### src/rtl/k2_exec_pkg.sv
// k2_exec_pkg: run-control state encoding shared by the K2 program store and its bench
package k2_exec_pkg;
  typedef enum logic [1:0] {IDLE = 2'd0, RUN = 2'd1, STEP = 2'd2, HALT = 2'd3} exec_state_t;
endpackage

### src/rtl/k2_prog_ram.sv
// k2_prog_ram: program store with one synchronous write port and one asynchronous read port
module k2_prog_ram #(
  parameter int INST_W = 10,
  parameter int ADDR_W = 4
) (
  input  logic              clk,
  input  logic              we,
  input  logic [ADDR_W-1:0] waddr,
  input  logic [INST_W-1:0] wdata,
  input  logic [ADDR_W-1:0] raddr,
  output logic [INST_W-1:0] rdata
);
  logic [INST_W-1:0] mem [2**ADDR_W];
  always_ff @(posedge clk)
    if (we) mem[waddr] <= wdata;
  assign rdata = mem[raddr];
endmodule

### src/rtl/k2_loadable_exec.sv
// k2_loadable_exec: loadable program store with run/step/halt/breakpoint control for a K2 core
module k2_loadable_exec
  import k2_exec_pkg::*;
#(
  parameter int INST_W = 10,
  parameter int ADDR_W = 4,
  parameter int CNT_W  = 16
) (
  input  logic              clk,
  input  logic              rst,
  input  logic              ld_valid,
  output logic              ld_ready,
  input  logic [ADDR_W-1:0] ld_addr,
  input  logic [INST_W-1:0] ld_data,
  input  logic              cmd_run,
  input  logic              cmd_step,
  input  logic              cmd_halt,
  input  logic              bp_en,
  input  logic [ADDR_W-1:0] bp_addr,
  input  logic [ADDR_W-1:0] core_pc,
  output logic [INST_W-1:0] core_inst,
  output logic              core_rst,
  output logic              core_en,
  output exec_state_t       state,
  output logic              loaded,
  output logic [CNT_W-1:0]  cycles
);
  exec_state_t next;
  logic skip, bp_hit, wr;
  k2_prog_ram #(.INST_W(INST_W), .ADDR_W(ADDR_W)) u_ram (
    .clk(clk), .we(wr), .waddr(ld_addr), .wdata(ld_data), .raddr(core_pc), .rdata(core_inst)
  );
  always_ff @(posedge clk)
    if (rst) state <= IDLE;
    else state <= next;
  always_comb begin
    next = state;
    case (state)
      IDLE: next = !loaded ? IDLE : cmd_step ? STEP : cmd_run ? RUN : IDLE;
      RUN:  next = (cmd_halt || bp_hit) ? HALT : RUN;
      STEP: next = HALT;
      HALT: next = cmd_halt ? IDLE : cmd_step ? STEP : cmd_run ? RUN : HALT;
      default: next = IDLE;
    endcase
  end
  always_comb begin
    bp_hit   = bp_en && core_pc == bp_addr && !skip;
    ld_ready = state == IDLE || state == HALT;
    core_rst = state == IDLE;
    core_en  = (state == RUN && !bp_hit) || state == STEP;
    wr       = ld_valid && ld_ready;
  end
  // skip lets a resume from HALT execute the instruction sitting on the breakpoint
  always_ff @(posedge clk)
    if (rst) begin
      skip   <= 1'b0;
      loaded <= 1'b0;
      cycles <= '0;
    end else begin
      skip   <= state == HALT && next == RUN;
      loaded <= loaded || wr;
      if (state == IDLE && next != IDLE) cycles <= '0;
      else if (core_en && cycles != '1) cycles <= cycles + CNT_W'(1);
    end
endmodule

### config.mk
export PLATFORM = sky130hd
export DESIGN_NAME = k2_loadable_exec
export DESIGN_NICKNAME = d
export VERILOG_FILES = /design/src/rtl/k2_exec_pkg.sv /design/src/rtl/k2_prog_ram.sv /design/src/rtl/k2_loadable_exec.sv
export SDC_FILE = /design/constraint.sdc
export NUM_CORES = 1
export LEC_CHECK = 0
export ABC_AREA = 1
export CORE_MARGIN = 5
export CORE_UTILIZATION = 50
export CTS_CLUSTER_DIAMETER = 40
export DETAILED_ROUTE_END_ITERATION = 7
export PLACE_DENSITY = 0.7
export SYNTH_ARGS = -nofsm -noshare
export SYNTH_HDL_FRONTEND = slang
export SYNTH_SLANG_ARGS = --single-unit
### constraint.sdc
create_clock -name clk -period 2.28 [get_ports clk]
set_input_delay 0.228 -clock clk [delete_from_list [all_inputs] [get_ports clk]]
set_output_delay 0.228 -clock clk [all_outputs]
set_load 0.02 [all_outputs]
==> impl_metrics.yaml <==
worst_setup_path:
  r2r-start: "state[0]"
  rrSetupSlack_ns: 0.18
  end_kind: "primary output"
  worstPathRequired_ns: 2.05
  path_class: "input pin to primary output"
  critPathLaunchType: "input pin"
  startpoint: "core_pc[2]"
  crit_fanout: 8
  worst-endpoint-arrival_ns: 1.94
drt:
  drt_wl_total_um: 18900
  ant_nets: 0
  viasPerCell: 5.72
  via_count: 5672
  detail_route.iter0.violations: 659
  drc: 0
  drt-pass1-iter-count: 5
  drt-wirelength-per-cell_um: 19.0
sta:
  finalHoldViolations: 0
  finClkSkew_ns: 0.00796
  fin_crit_ns: 2.17
  tightest_slew_ns: 0.638
  rsz0062_at_grt: "false"
  fmax_mhz: 461
  slew_viol_final: 0
  relSlewSlack_pct: 57.4
  setup_violations: 0
  setup-tns-final_ns: 0
  period_share_pct: 95.2
grt:
  grt_pass1_vias: 5545
  grt_overflow: 0
  groute.usage.overall_pct: 21.6
  grt_antenna_before_repair: 0
  grt_pass1_wl_um: 29700
  grt_max_degree: 81
clocking:
  clockRootBuffer: "clkbuf_16"
  postCtsHoldBufs: 0
  cts_max_level: 4
  post-cts-setup-buffer-count: 0
  clk_pin_slew_ns: 0.06
  clock_path_buffers: 2
  insertion_delay_ns: 0.43
  cts_sinks: 180
  cts_tree: "yes"
  cts_made_buffers: 17
logic_synthesis:
  synth_top_cell_area_share_pct: 62.4
  synthTopCellsByArea: "edfxtp_1 62%, nor2_1 7.4%, o21ai_0 5.4%"
  synth_top_cell_by_area: "edfxtp_1"
  synth_warnings: 0
  synth_area_per_cell_um2: 11.0
  synth.cell_area_um2: 7700
  syn_inst: 698
  synthesis.nets: 732
  ys_ff_latch: 180
  synthDistinctLibCells: 29
  ys_seq_area_share_pct: 67.6
power:
  p_sw_share_pct: 22.6
  seqPwrFrac_pct: 50.4
  switchingPower_w: 0.00163
  comb_power_share_pct: 8.0
  p_per_area_nw_per_um2: 764
  power_frac_clock_pct: 41.6
  leakage_nw: 3.34
  cell_internal_pwr_w: 0.00559
  vdd.ir_drop.worst_uv: 621
run:
  cap_violations: 0
finish:
  final_util_pct: 62.5
  drive_gt1_share_pct: 12.5
  fin_nets: 824
  final_area_um2: 9460
  areaGrowthSynthToFinish_pct: 22.9
  diodes: 0
  nFillCells: 1191
status:
  status: "completed"
die:
  coreArea_um2: 15100
  pin_count: 61
  die_y_um: 134
  row_count: 45
  dieWidth_um: 134
  initial_core_util_pct: 50.8
  dieArea_um2: 18000
placed_design:
  gp_congestion: 0.918
  hpwl_um: 12400
  placed_cell_area_um2: 8840
  port_buffers: 60
hold_path:
  worstHoldStart: "rst"
  min-delay-path-class: "input pin to flip-flop"
[sequential cells by signal, indices dropped and copies added (netlist names)]
signal	count
loaded	1
state	2
u_ram.mem	160
skip	1
cycles	16
[synthesized netlist by cell type (all sizes together)]
cell type    n
ha           5
buf         11
a21oi       20
a31oi        1
nor2       152
xnor2        6
and2         2
dfxtp       20
o21ai       89
or2          1
nand3       40
nand2       76
nor3         8
xor2         4
clkbuf      25
nand4        3
a31o         1
nand3b       1
edfxtp     160
inv         33
o211ai      40
[timing repair]
action,CTS,global route
resized for setup,3,7
setup endpoints to repair,3,7
endpoints found under the hold margin,0,0
[stage by stage]
| stage | total power (W) | setup slack (ns) | instances | hold WS [ns] |
|---|---|---|---|---|
| global route | 0.00745 | 0.00776 | 991 | 0.436 |
| global placement | 0.00428 | 0.107 | 959 | 0.482 |
| CTS | 0.00727 | 0.0217 | 991 | 0.413 |
| detailed placement | 0.00429 | 0.0853 | 959 | 0.493 |
| floorplan | 0.00400 | 0.114 | 698 | 0.297 |
| finish | 0.00723 | 0.110 | 991 | 0.448 |
[power groups by stage]
stage | clock network [W] | logic, W | registers [W]
6_report | 0.00301 | 0.000578 | 0.00364
5_1_grt | 0.00318 | 0.000629 | 0.00364
4_1_cts | 0.00305 | 0.000580 | 0.00364
3_5_place_dp | 0 | 0.000581 | 0.00371
3_3_place_gp | 0 | 0.000569 | 0.00371
2_1_floorplan | 0 | 0.000285 | 0.00371
[routing by layer]
metal | global-route usage [%] | vias to the layer above | part of all wire [%]
met2 | 34.2 | 237 | 47
met3 | 4.31 | 25 | 7.8
met4 | 7.52 | 0 | 1.7
met5 | 0 | - | 0
li1 | - | 2655 | -
met1 | 30.0 | 2755 | 43
[final cells by class]
cell class,count,area (um2),area share (%)
well taps,188,235,2.49
clock inverters,13,173,1.82
inverters,33,126,1.34
multi-input cells,449,2220,23.4
clock buffers,19,433,4.58
flip-flops and latches,180,5200,55.0
repair buffers,109,1070,11.3
[worst paths after layout]
kind                                         to  cells past startpoint
worst min register to register       cycles[11]                      2
worst min-delay path                     loaded                      2
worst max register to register  u_ram.mem[2][9]                      8
worst max-delay path               core_inst[7]                      7
[cells in the final DEF, fill, tap and decap left out, types with 6 or more instances in the layout]
cell type	n
edfxtp_1	160
nor2_1	152
o21ai_0	83
nand2_1	75
clkdlybuf4s50_1	48
buf_4	41
o211ai_1	40
nand3_1	38
inv_1	32
dfxtp_1	20
clkbuf_16	17
a21oi_1	10
a21oi_2	10
buf_12	8
dlymetal6s2s_1	7
o21ai_1	6
xnor2_1	6
[cell families after synthesis]
group | after synthesis | synth area share, %
flip-flops | 180 | 67.6
AND/OR/NAND/NOR | 283 | 15.2
XOR/XNOR | 10 | 1.14
adder cells (fa/ha/maj) | 5 | 0.812
buffers and inverters | 69 | 3.61
AO/OA/AOI/OAI | 151 | 11.7
[worst max-delay path, stage by stage]
cell and delay [ns]:
clkdlybuf4s50_1 0.54, inv_1 0.10, buf_4 0.19, o211ai_1 0.10, nand3_1 0.10, nand2_1 0.08, clkdlybuf4s50_1 0.60
Note: power is estimated with default switching activity, not from simulation.
